### config.mk
export PLATFORM = sky130hd
export DESIGN_NAME = disp_in_ctrl_seq
export DESIGN_NICKNAME = d
export VERILOG_FILES = /design/src/rtl/disp_pkg.sv /design/src/rtl/disp_phase_gen.sv /design/src/rtl/disp_in_ctrl_seq.sv
export SDC_FILE = /design/constraint.sdc
export NUM_CORES = 1
export LEC_CHECK = 0
export ABC_AREA = 1
export ABC_CLOCK_PERIOD_IN_PS = 1400
export BUFFER_PORTS_ARGS = -buffer_cell sky130_fd_sc_hd__buf_4
export CORE_MARGIN = 4
export CORE_UTILIZATION = 25
export CTS_CLUSTER_SIZE = 20
export DETAILED_ROUTE_END_ITERATION = 7
export GPL_TIMING_DRIVEN = 0
export PLACE_DENSITY_LB_ADDON = 0.3
export SETUP_SLACK_MARGIN = 0.5
export SYNTH_ARGS = -nofsm -noshare
export SYNTH_HDL_FRONTEND = slang
export SYNTH_SLANG_ARGS = --single-unit
export TNS_END_PERCENT = 100
### constraint.sdc
create_clock -name clk -period 1.4 [get_ports clk]
set_clock_uncertainty 0.1 [all_clocks]
set_input_delay 0.28 -clock clk [delete_from_list [all_inputs] [get_ports clk]]
set_output_delay 0.28 -clock clk [all_outputs]
set_load 0.01 [all_outputs]
### src/rtl/disp_pkg.sv
// Shared types for the calculator display-input path: calculator FSM states and display source codes.
package disp_pkg;
  typedef enum logic [1:0] {S_OP1, S_OP2, S_OFF, S_RES} calc_state_t;
  typedef enum logic [1:0] {SRC_OP1, SRC_OP2, SRC_RES, SRC_NONE} disp_src_t;
endpackage

### src/rtl/disp_phase_gen.sv
// Timebase prescaler plus blink and alternation phase toggles; exposes the next-cycle phase values
// so a registered consumer lines up with the phase register itself. clr clears everything, alt_clr only alternation.
module disp_phase_gen #(
  parameter int TICK_DIV    = 100000,
  parameter int BLINK_TICKS = 250,
  parameter int ALT_TICKS   = 1000
) (
  input  logic clk,
  input  logic reset_n,
  input  logic clr,
  input  logic alt_clr,
  output logic blink_nxt,
  output logic alt_nxt
);
  localparam int TW = $clog2(TICK_DIV);
  localparam int BW = $clog2(BLINK_TICKS + 1);
  localparam int AW = $clog2(ALT_TICKS + 1);

  if (TICK_DIV < 2) begin : g_bad_div
    $error("TICK_DIV must be at least 2");
  end
  if (BLINK_TICKS < 1 || ALT_TICKS < 1) begin : g_bad_ticks
    $error("BLINK_TICKS and ALT_TICKS must be at least 1");
  end

  logic [TW-1:0] cnt_q, cnt_d;
  logic [BW-1:0] bcnt_q, bcnt_d;
  logic [AW-1:0] acnt_q, acnt_d;
  logic          blink_q, alt_q, tick;

  always_comb begin
    tick      = (cnt_q == TW'(TICK_DIV - 1));
    cnt_d     = tick ? '0 : cnt_q + 1'b1;
    bcnt_d    = bcnt_q;
    acnt_d    = acnt_q;
    blink_nxt = blink_q;
    alt_nxt   = alt_q;
    if (tick) begin
      if (bcnt_q == BW'(BLINK_TICKS - 1)) begin
        bcnt_d    = '0;
        blink_nxt = ~blink_q;
      end else begin
        bcnt_d = bcnt_q + 1'b1;
      end
      if (acnt_q == AW'(ALT_TICKS - 1)) begin
        acnt_d  = '0;
        alt_nxt = ~alt_q;
      end else begin
        acnt_d = acnt_q + 1'b1;
      end
    end
    if (alt_clr) begin
      acnt_d  = '0;
      alt_nxt = 1'b0;
    end
    if (clr) begin
      cnt_d     = '0;
      bcnt_d    = '0;
      acnt_d    = '0;
      blink_nxt = 1'b0;
      alt_nxt   = 1'b0;
    end
  end

  always_ff @(posedge clk or negedge reset_n) begin
    if (!reset_n) begin
      cnt_q   <= '0;
      bcnt_q  <= '0;
      acnt_q  <= '0;
      blink_q <= 1'b0;
      alt_q   <= 1'b0;
    end else begin
      cnt_q   <= cnt_d;
      bcnt_q  <= bcnt_d;
      acnt_q  <= acnt_d;
      blink_q <= blink_nxt;
      alt_q   <= alt_nxt;
    end
  end
endmodule

### src/rtl/disp_in_ctrl_seq.sv
// Display-input controller: picks OP1/OP2/result/both for the 8-digit driver from the calculator state.
// Outputs are registered (1 cycle from state/operands, 3 cycles from BTNR through its synchroniser).
module disp_in_ctrl_seq
  import disp_pkg::*;
#(
  parameter int N           = 16,
  parameter int TICK_DIV    = 100000,
  parameter int BLINK_TICKS = 250,
  parameter int ALT_TICKS   = 1000
) (
  input  logic         clk,
  input  logic         reset_n,
  input  logic [N-1:0] OP1,
  input  logic [N-1:0] OP2,
  input  logic [N-1:0] result,
  input  logic [1:0]   state,
  input  logic         BTNR,
  input  logic         blink_en,
  output logic [31:0]  o_bin,
  output logic         disp8,
  output logic         off,
  output logic [1:0]   o_src
);
  if (N < 1 || N > 32) begin : g_bad_n
    $error("N must be in 1..32");
  end

  calc_state_t cur, state_q;
  disp_src_t   src_d;
  logic [N-1:0] result_q, res_now;
  logic [31:0]  bin_d;
  logic         started_q, btn_s1, btn_s2, btn_d;
  logic         state_chg, btn_rise, snap, blink_nxt, alt_nxt, disp8_d, off_d;

  // started_q makes the first state sampled after reset count as a change.
  assign cur       = calc_state_t'(state);
  assign state_chg = !started_q || (cur != state_q);
  assign btn_rise  = btn_s2 & ~btn_d;
  assign snap      = (cur == S_RES) && (state_q != S_RES);
  assign res_now   = snap ? result : result_q;

  disp_phase_gen #(
    .TICK_DIV   (TICK_DIV),
    .BLINK_TICKS(BLINK_TICKS),
    .ALT_TICKS  (ALT_TICKS)
  ) u_phase (
    .clk      (clk),
    .reset_n  (reset_n),
    .clr      (state_chg),
    .alt_clr  (btn_rise),
    .blink_nxt(blink_nxt),
    .alt_nxt  (alt_nxt)
  );

  always_comb begin
    bin_d   = '0;
    disp8_d = 1'b0;
    off_d   = 1'b1;
    src_d   = SRC_NONE;
    case (cur)
      S_OP1: begin
        bin_d = 32'(OP1);
        off_d = blink_en & blink_nxt;
        src_d = SRC_OP1;
      end
      S_OP2: begin
        bin_d = 32'(OP2);
        off_d = blink_en & blink_nxt;
        src_d = SRC_OP2;
      end
      S_OFF: ;
      S_RES: begin
        off_d = 1'b0;
        if (!btn_s2) begin
          bin_d = 32'(res_now);
          src_d = SRC_RES;
        end else if (N <= 16) begin
          bin_d   = {16'(OP1), 16'(OP2)};
          disp8_d = 1'b1;
          src_d   = SRC_NONE;
        end else begin
          // Both operands don't fit in 8 digits: alternate, always starting on OP1.
          bin_d = 32'(alt_nxt ? OP2 : OP1);
          src_d = alt_nxt ? SRC_OP2 : SRC_OP1;
        end
      end
    endcase
  end

  always_ff @(posedge clk or negedge reset_n) begin
    if (!reset_n) begin
      state_q   <= S_OP1;
      started_q <= 1'b0;
      result_q  <= '0;
      btn_s1    <= 1'b0;
      btn_s2    <= 1'b0;
      btn_d     <= 1'b0;
      o_bin     <= '0;
      disp8     <= 1'b0;
      off       <= 1'b1;
      o_src     <= SRC_NONE;
    end else begin
      started_q <= 1'b1;
      state_q   <= cur;
      if (snap) result_q <= result;
      btn_s1    <= BTNR;
      btn_s2    <= btn_s1;
      btn_d     <= btn_s2;
      o_bin     <= bin_d;
      disp8     <= disp8_d;
      off       <= off_d;
      o_src     <= src_d;
    end
  end
endmodule

==> results of run 1 <==
==> per-layer routing <==
metal / track usage [%] / up-vias / part of all wire [%]
li1: - / 1646 / -
met1: 14.3 / 1603 / 41
met2: 21.1 / 75 / 52
met3: 3.94 / 9 / 6.3
met4: 3.91 / 0 / 0.98
met5: 0 / - / 0
==> through the flow <==
stage | instances | hold WS (ns) | worst slack, ns | instance area, um^2 | power, mW
finish | 764 | -0.148 | -0.192 | 6180 | 6.00
global route | 764 | -0.0380 | -0.262 | 6180 | 6.26
CTS | 742 | -0.0695 | -0.218 | 5660 | 5.93
detailed placement | 704 | 0.275 | -0.314 | 4810 | 3.34
global placement | 704 | 0.272 | -0.299 | 4810 | 3.33
floorplan | 431 | -0.116 | -0.126 | 3910 | 2.97
==> critical path: cells and delay by family (launching register included) <==
family | cells | cell delay [ns]
AND/OR/NAND/NOR | 7 | 0.56
buffers and inverters | 2 | 0.21
adder cells (fa/ha/maj) | 1 | 0.16
AO/OA/AOI/OAI | 1 | 0.04
flip-flops | 1 | 0.39
==> power by group <==
group	internal (mW)	switching (mW)	leakage [nW]	total, mW
clock	1.44	0.982	0.138	2.42
sequential	2.55	0.0864	1.08	2.63
combinational	0.488	0.454	1.74	0.943
total	4.47	1.52	2.96	6.00
==> timing repair <==
action                                  4_1_cts  5_1_grt
endpoints found under the setup margin      193      113
pin swaps                                    16       27
resized for setup                           103       86
setup buffers                                16       20
gates cloned                                  4        2
hold endpoints to repair                     82       64
==> registers in the layout (all words and copies together), names as in the netlist, 2 cells and up <==
register and count:
state_q 2, u_phase.cnt_q 17, o_src 2, o_bin 32, u_phase.bcnt_q 8, result_q 16
==> cell families (layout without fill, tap and decap cells) <==
logic type      count (synthesis)  after routing  share of synthesized area, %
compound gates                 62             62                          10.6
buf+inv                        81            229                          9.11
flops                          83             83                          54.9
xor+xnor                        7              7                          1.62
simple gates                  194            195                          22.7
other cells                     1              1                        0.0989
fa+ha+maj                       3              3                         0.990
==> worst min path at each step <==
stage and endpoint:
2_1_floorplan btn_s1, 3_3_place_gp btn_s2, 3_5_place_dp btn_s2, 4_1_cts result_q[10]
5_1_grt result_q[9], 6_report result_q[9]
==> cell usage in the layout, fill, tap and decap left out, drive strengths merged <==
master and instances:
o221ai 7, dlygate4sd2 1, nor2 66, clkinvlp 3, nor3 8, or2 1, nand3b 1, inv 69
clkinv 1, nand4 5, nand3 14, nand2 98, dfstp 3, bufinv 1, o21ai 26, xor2 4
o21bai 1, o21a 15, nor3b 1, dlygate4sd3 2, and3 1, clkbuf 15, xnor2 3, conb 1
o211ai 9, dfrtp 80, a21oi 4, buf 137, ha 3
==> area by class of cell <==
cell class / count / area (um^2) / area share [%]
Inverter: 69 / 284 / 4.60
Clock inverter: 5 / 61.3 / 0.992
Timing Repair Buffer: 132 / 1240 / 20.0
Tap cell: 184 / 230 / 3.73
Sequential cell: 83 / 2080 / 33.7
Buffer: 12 / 158 / 2.55
Clock buffer: 11 / 243 / 3.93
Multi-Input combinational cell: 268 / 1880 / 30.5
==> impl_results.md, run 1 <==
- First-pass GRT wire length: between 15 and 20 mm
- Cell Rows: 44
- Routed len/inst: 14.2 um
- Buffers from clock root to sink, at most: 2
- Top-level I/O count: 90
- CTS Sinks: 83
- Measured slew at the worst slew-check pin: about 0.78 ns
- Crit-path cells: ha_4, nand2_4, nor2_4, nand2_2, nor2_4, nand2_2, nand2_4, inv_6, clkbuf_16, nand2_4, o21ai_2
- Area Growth Syn to Fin: 62.9%
- Pre-Repair DR Iteration Count: 4
- Crit-path max FO: 6
- DPL Wire Length: 6.99 mm
- Syn Std Cell Area: approximately 3800 um^2
- Number of buffers created by CTS: 9
- Most instantiated cells after synthesis: nand2_1, dfrtp_1, inv_1
- Syn Area/Cell: ~8.8 um^2
- Final ANT Viol Nets: 0
- Reg2Reg Capture Point: u_phase.bcnt_q[2]
- Initial antenna violation count: 0
- Fin. max-slew vios: 0
- Power Dens Cells: between 900 and 1000 nW/um^2
- CP Capture Type: register
- WP data arrival: between 1.5 and 2 ns
- Synth cell types: 36
- Area leader, netlist: dfrtp_1
- Fin nets: approximately 630
- RSZ-0062 raised after global routing: yes
- Total Routed Length: 10.8 mm
- Most frequent cell after synthesis: nand2_1
- Via count: around 3.3k
- Layout filler cell count: approximately 1.4k
- Startpoint types: register
- Slew margin rel.: roughly half
- Worst hold path class: in -> async
- Final setup margin: -0.192 ns
- I/O Buffers: between 80 and 90
- Gpl congestion: slightly below 0.8
- Worst setup path endpoint: u_phase.bcnt_q[2]
- Core box area: between 10,000 and 15,000 um^2
- Layout cells sized above 1: between 40% and 50%
- Root Buffer: clkbuf_16
- Hold Fails Final Rpt: 80
- Largest net degree at the start of global routing: 84
- Setup violators final: 24
- Top cell type's share of synthesized area: between 50% and 60%
- Drt via density: approximately 4.4
- Synth warnings: 0
- Reg2Reg Depth: 11
- Diodes inserted: 0
- Die Width: around 130 um
- Remaining Overflow, GRT: 0
- Crit path from: u_phase.cnt_q[0]
- Final core occ: ~42%
- Post-synth ARST share: between 90% and 100%
- CP dominant cell by count: nand2_4
- Worst IR Drop VDD: 0.000529 V
- Max_cap viols: 0
- Main synth FF type: dfrtp_1
- Worst-Skew Late Latency: 0.33 ns
- Hold_ws: -0.148 ns
- TNS Setup: -3.09 ns
- Die area: between 15,000 and 20,000 um^2
- Gr usage total: 12.1%
- Synth top area cells: dfrtp_1, nand2_1, inv_1, nor2_1, o21a_1
- Seq/Total Area, Yosys: roughly 55%
- CTS tree: done
- DRC Markers: 0
- CTS Hold Bufs: 2
- Outcome: finished, violations left
- Syn_nets: 488
- Highest cell delay on the worst timing path: between 0.3 and 0.4 ns
- Cells after synthesis: approximately 430
- Initial DRC count: 95
- FF+latch count, synth: between 80 and 90
- Die Y-Extent: 131 um
- Leakage power: between 2 and 3 nW
- Fin crit share: 114%
- Setup CP Type: reg -> reg
- Fmax: about 630 MHz
- Vias in the first global route: around 3.6k
- Initial Util: about a quarter
- Failing checks: hold timing, setup timing
- R2r startpoint: u_phase.cnt_q[0]
- H-Tree Depth: 3
- Fin crit period: about 1.6 ns
- R2R Setup Slk: -0.19 ns
- Worst path required time: ~1.5 ns
- Clock-pin transition on the worst setup and hold timing paths: approximately 0.06 ns
- CP max stage cell: dfrtp_1
- Post-synth EDFFs: 0
(Power assumes the default switching activity.)
==> run 2, diff against run 1 <==
--- a/config.mk
+++ b/config.mk
@@ -15,4 +15,5 @@
 export GPL_TIMING_DRIVEN = 0
 export PLACE_DENSITY_LB_ADDON = 0.3
+export RECOVER_POWER = 25
 export SETUP_SLACK_MARGIN = 0.5
 export SYNTH_ARGS = -nofsm -noshare
==> constraint.sdc (replaced) <==
create_clock -name clk -period 1.4 [get_ports clk]
set_clock_uncertainty 0.1 [all_clocks]
set_input_delay 0 -clock clk [delete_from_list [all_inputs] [get_ports clk]]
set_output_delay 0 -clock clk [all_outputs]
set_load 0.01 [all_outputs]
==> run 2 against run 1 <==
Effect of this change:
- the flow still finishes with violations (hold timing, setup timing)
- hold slack lost 0.033 ns
- design area rose by 9.2%
- sequential power about the same
- worst setup slack better by 0.020 ns
- non-clock buffer count grew 56
- via count is 9.5% higher
- first-iteration DRC count is 14% higher
- critical path type unchanged
- critical endpoint is now u_phase.bcnt_q[3]
- largest cell class unchanged
- largest power group unchanged
==> impl_results.md, run 2 (synthesis results as in run 1) <==
- Outcome: finished, violations left
- Failing checks: hold timing, setup timing
- Power Dens Cells: 920 nW/um^2 (-5.2%)
- Diodes inserted: 0 (unchanged)
- Final core occ: 45.9% (+3.8 points)
- Largest net degree at the start of global routing: 84 (unchanged)
- Via count: 3,648 (+9.5%)
- Setup violators final: 29 (+21%)
- Leakage power: 3.16 nW (+6.6%)
- Remaining Overflow, GRT: 0 (unchanged)
- Hold Fails Final Rpt: 80 (unchanged)
- Initial DRC count: 108 (+14%)
- CTS Sinks: 83 (unchanged)
- Worst-Skew Late Latency: 0.33 ns (about the same)
- Total Routed Length: 11.4 mm (+5.4%)
- CTS tree: done
- DPL Wire Length: 6.97 mm (-0.37%)
- Fin. max-slew vios: 0 (unchanged)
- Core box area: 14,700 um^2 (unchanged)
- RSZ-0062 raised after global routing: yes
- Gr usage total: 13.2% (+1.1 points)
- Crit-path max FO: 5 (-1)
- Reg2Reg Depth: 11 (unchanged)
- Initial Util: 25.8% (unchanged)
- Gpl congestion: 0.812 (+3.6%)
- Area taken by multi-input logic gates: 1860 um^2 (-1.1%)
- Layout cells sized above 1: 44.7% (-4.8 points)
- Fmax: 636 MHz (+1.3%)
- Pre-Repair DR Iteration Count: 4 (unchanged)
- Max_cap viols: 0 (unchanged)
- Cell Rows: 44 (unchanged)
- Worst path required time: 1.57 ns (+0.04 ns)
- Drt via density: 4.45 (+2.1%)
- WP data arrival: 1.75 ns (+0.03 ns)
- Fin crit period: 1.57 ns (-0.0199 ns)
- Measured slew at the worst slew-check pin: 1.12 ns (+0.340 ns)
- DRC Markers: 0 (unchanged)
- Fin crit share: 112% (-1.4 points)
- Setup CP Type: reg -> reg
- Routed len/inst: 13.9 um (-1.7%)
- Number of buffers created by CTS: 9 (unchanged)
- Top-level I/O count: 90 (unchanged)
- First-pass GRT wire length: 18.9 mm (+8.9%)
- CP Capture Type: register
- Reg2Reg Capture Point: u_phase.bcnt_q[3]
- Area Growth Syn to Fin: 77.9%
- Largest reg by FF count: o_bin
- Vias in the first global route: 3,963 (+9.2%)
- Most common cell after layout, fill and taps aside: buf_4
- Clock-pin transition on the worst setup and hold timing paths: 0.06 ns (about the same)
- Worst IR Drop VDD: 0.000642 V (+21%)
- Buffers from clock root to sink, at most: 2 (unchanged)
- R2r startpoint: u_phase.cnt_q[1]
- Commonest non-fill, non-tap cells in the layout: buf_4, dfrtp_1, inv_1
- I/O Buffers: 89 (unchanged)
- Hold_ws: -0.181 ns (-0.0332 ns)
- Slew margin rel.: 25.4% (-23 points)
- Initial antenna violation count: 0 (unchanged)
- Root Buffer: clkbuf_16
- H-Tree Depth: 3 (unchanged)
- R2R Setup Slk: -0.17 ns (+0.02 ns)
- Die Width: 131 um (unchanged)
- Layout filler cell count: 1,279 (-7.7%)
- Die area: 17,200 um^2 (unchanged)
- Final setup margin: -0.172 ns (+0.0199 ns)
- Startpoint types: register
- Regs by FF count: o_bin x32, u_phase.cnt_q x17, result_q x16
- Final ANT Viol Nets: 0 (unchanged)
- CTS Hold Bufs: 53 (+51)
- Crit path from: u_phase.cnt_q[1]
- Max FFs per register: 32 (unchanged)
- Worst setup path endpoint: u_phase.bcnt_q[3]
- Die Y-Extent: 131 um (unchanged)
- Register area: 2080 um^2 (about the same)
- Fin nets: 687 (+8.7%)
- Worst hold path class: in -> async
[run 2: how the worst min path moves through the flow]
stage               startpoint  depth (start not counted)           end  slack (ns)
global route           reset_n                          1     o_bin[31]       -0.07
CTS                    reset_n                          1  result_q[14]       -0.20
detailed placement        BTNR                          1        btn_s1        0.01
floorplan              reset_n                          0        btn_s1       -0.40
finish                 reset_n                          1     o_bin[31]       -0.18
global placement          BTNR                          1        btn_s1        0.01
[run 2: layer usage]
layer  track usage (%)  wire length (um)  vias up
li1                  -                 -     1755
met1              15.4              4430     1748
met2              22.7              5910      118
met3              3.82               758       27
met4              6.01               313        0
met5                 0                 0        -
[run 2: cell type report]
| cell class | instances | share of cell area, % |
|---|---|---|
| inverters | 69 | 4.19 |
| well taps | 184 | 3.41 |
| multi-input cells | 267 | 27.6 |
| clock buffers | 10 | 3.54 |
| flip-flops and latches | 83 | 30.9 |
| repair buffers | 188 | 26.9 |
| plain buffers | 12 | 2.37 |
| clock inverters | 6 | 1.08 |
[run 2: through the flow]
step / TNS, ns / worst slack, ns / total power, mW / std cells / cell area, um^2
2_1_floorplan: -1.29 / -0.126 / 2.96 / 431 / 3860
4_1_cts: -4.64 / -0.205 / 6.16 / 804 / 6370
3_5_place_dp: -6.21 / -0.258 / 3.32 / 704 / 4760
5_1_grt: -6.74 / -0.300 / 6.47 / 819 / 6750
3_3_place_gp: -5.75 / -0.247 / 3.31 / 704 / 4760
6_report: -3.23 / -0.172 / 6.20 / 819 / 6750
[run 2: report_power, final]
part	switching (mW)	internal (mW)
Clock	1.01	1.45
Sequential	0.0838	2.55
Combinational	0.500	0.618
[run 2: worst max-delay path: stages, from the launching register on]
cell	delay (ns)
dfrtp_1	0.35
ha_2	0.19
nand2_2	0.07
nor2_4	0.10
nand2_2	0.07
nor2_4	0.11
nand2_2	0.07
nand2_4	0.08
buf_6	0.13
buf_8	0.13
nand3_2	0.05
nand2_1	0.06
[run 2: repair_timing]
item | CTS | global route
setup buffers | 26 | 15
pin swaps | 16 | 22
cloned | 5 | 0
resized for setup | 134 | 64
setup endpoints to repair | 113 | 113
hold endpoints to repair | 133 | 80
==> run 3, diff against run 2 <==
- CTS_BUF_LIST: unset -> sky130_fd_sc_hd__clkbuf_2 sky130_fd_sc_hd__clkbuf_4 sky130_fd_sc_hd__clkbuf_8
==> run 3 against run 2 <==
Effect of this change:
- the flow still finishes with violations (hold timing, setup timing)
- wire length fell by 0.86%
- combinational power barely moved
- global-route usage hardly changed
- largest power group unchanged
==> impl_results.md, run 3 (synthesis results as in run 1) <==
- Fin nets: 688 (+0.15%)
- TNS Setup: -3.38 ns (-0.147 ns)
- Area Growth Syn to Fin: 74.2%
- Root Buffer: clkbuf_8
- Measured slew at the worst slew-check pin: 1.13 ns (+0.0100 ns)
- Fin crit share: 112% (about the same)
- Top-level I/O count: 90 (unchanged)
- CTS Hold Bufs: 54 (+1.9%)
- Initial antenna violation count: 0 (unchanged)
- Post-DP Area: 4760 um^2 (unchanged)
- Hold_ws: -0.211 ns (-0.0302 ns)
- Fmax: 636 MHz (about the same)
- Number of buffers created by CTS: 9 (unchanged)
- Power Dens Cells: 846 nW/um^2 (-8.0%)
- Routed len/inst: 13.8 um (-0.98%)
- Area taken by multi-input logic gates: 1820 um^2 (-2.4%)
- Die area: 17,200 um^2 (unchanged)
- Remaining Overflow, GRT: 0 (unchanged)
- CP Capture Type: register
- I/O Buffers: 89 (unchanged)
- Outcome: finished, violations left
- Hold Fails Final Rpt: 80 (unchanged)
- Fin crit period: 1.57 ns (+0.000226 ns)
- Final ANT Viol Nets: 0 (unchanged)
- Core box area: 14,700 um^2 (unchanged)
- Die Y-Extent: 131 um (unchanged)
- Layout cells sized above 1: 43.1% (-1.6 points)
- WP data arrival: 1.76 ns (about the same)
- Worst hold path class: in -> async
- Reg2Reg Depth: 11 (unchanged)
- Crit-path max FO: 3 (-2)
- DRC Markers: 0 (unchanged)
- Pre-CTS setup slack: -0.258 ns (unchanged)
- Regs by FF count: o_bin x32, u_phase.cnt_q x17, result_q x16
- H-Tree Depth: 3 (unchanged)
- Leakage power: 3.10 nW (-1.8%)
- Pre-Repair DR Iteration Count: 4 (unchanged)
- Commonest non-fill, non-tap cells in the layout: dfrtp_1, buf_4, inv_1
- Setup CP Type: reg -> reg
- Worst IR Drop VDD: 0.000518 V (-19%)
- Power consumption: 5.59 mW (-9.9%)
- Total Routed Length: 11.3 mm (-0.86%)
- Max FFs per register: 32 (unchanged)
- CTS Sinks: 83 (unchanged)
- RSZ-0062 raised after global routing: yes
- Diodes inserted: 0 (unchanged)
- Drt via density: 4.40 (-1.2%)
- Vias in the first global route: 3,919 (-1.1%)
- CTS tree: done
- Slew margin rel.: 24.7% (-0.67 points)
- Final setup margin: -0.172 ns (-0.000226 ns)
- Clock-pin transition on the worst setup and hold timing paths: 0.09 ns (+0.03 ns)
- Layout filler cell count: 1,303 (+1.9%)
- Largest reg by FF count: o_bin
- Gr usage total: 13.2% (-0.024 points)
- Via count: 3,607 (-1.1%)
- Gpl congestion: 0.812 (unchanged)
- Initial DRC count: 127 (+18%)
- Failing checks: hold timing, setup timing
- Max_cap viols: 0 (unchanged)
- Initial Util: 25.8% (unchanged)
- Worst-Skew Late Latency: 0.36 ns (+0.03 ns)
- Worst path required time: 1.59 ns (+0.02 ns)
- Startpoint types: register
- Die Width: 131 um (unchanged)
- Setup violators final: 38 (+31%)
- Buffers from clock root to sink, at most: 2 (unchanged)
- Cell Rows: 44 (unchanged)
- Largest net degree at the start of global routing: 84 (unchanged)
- First-pass GRT wire length: 18.8 mm (-0.62%)
- Fin. max-slew vios: 0 (unchanged)
- Register area: 2080 um^2 (unchanged)
- Finished Cell Area: 6610 um^2 (-2.1%)
- DPL Wire Length: 6.97 mm (unchanged)
==> run 3: changes by cell type in the layout (fill, tap and decap cells not counted), sizes merged <==
| cell | before | now |
|---|---|---|
| clkinvlp | 1 | 2 |
| inv | 71 | 70 |
| dlygate4sd3 | 54 | 55 |
| buf | 142 | 139 |
| clkbuf | 14 | 17 |
==> run 3: cell type report <==
cell class	count	area share [%]
sequential	83	31.5
tap	184	3.48
clock buffer	10	2.08
inverter	69	4.34
clock inverter	6	1.10
timing repair buffer	189	27.7
buffer	12	2.31
multi-input combinational	267	27.5
==> run 3: through the flow <==
stage	cells	util, %
CTS	806	42.8
finish	820	44.9
floorplan	431	-
global placement	704	32.4
global route	820	44.9
detailed placement	704	32.4
==> run 3: repair_timing <==
action	4_1_cts	5_1_grt
setup endpoints to repair	113	113
endpoints found under the hold margin	133	80
pin swaps	18	26
buffers inserted	27	14
gates resized for setup	132	53
cloned	5	0
==> run 3: where the power goes <==
part	total, mW	internal [mW]	switching [mW]	leakage (nW)
Combinational	1.12	0.617	0.498	1.91
Clock	1.85	0.892	0.956	0.103
Sequential	2.63	2.54	0.0838	1.08
==> run 3: critical path, stage by stage, from the launching register on <==
cell and delay [ns]:
dfrtp_1 0.36, ha_2 0.19, nand2_2 0.07, nor2_4 0.12, nand2_2 0.07, nor2_4 0.09, nand2_2 0.07, nand2_4 0.08
buf_6 0.13, buf_6 0.10, nand3_2 0.05, o21ai_1 0.08
==> run 3: worst paths after layout <==
check                      slack (ns)              from                 to
max in group asynchronous        0.64           reset_n  u_phase.cnt_q[10]
min in group clk                 0.13          state[0]           o_bin[3]
min reg2reg                      0.25            btn_s1             btn_s2
max                             -0.17  u_phase.cnt_q[1]  u_phase.bcnt_q[4]
min                             -0.21           reset_n          o_bin[31]
max reg2reg                     -0.17  u_phase.cnt_q[1]  u_phase.bcnt_q[4]
==> run 3: routing by layer <==
layer	track usage, %	vias to the layer above	wire [um]
li1	-	1755	-
met4	5.60	0	300
met5	0	-	0
met2	22.5	100	5840
met1	15.5	1729	4500
met3	4.09	23	680
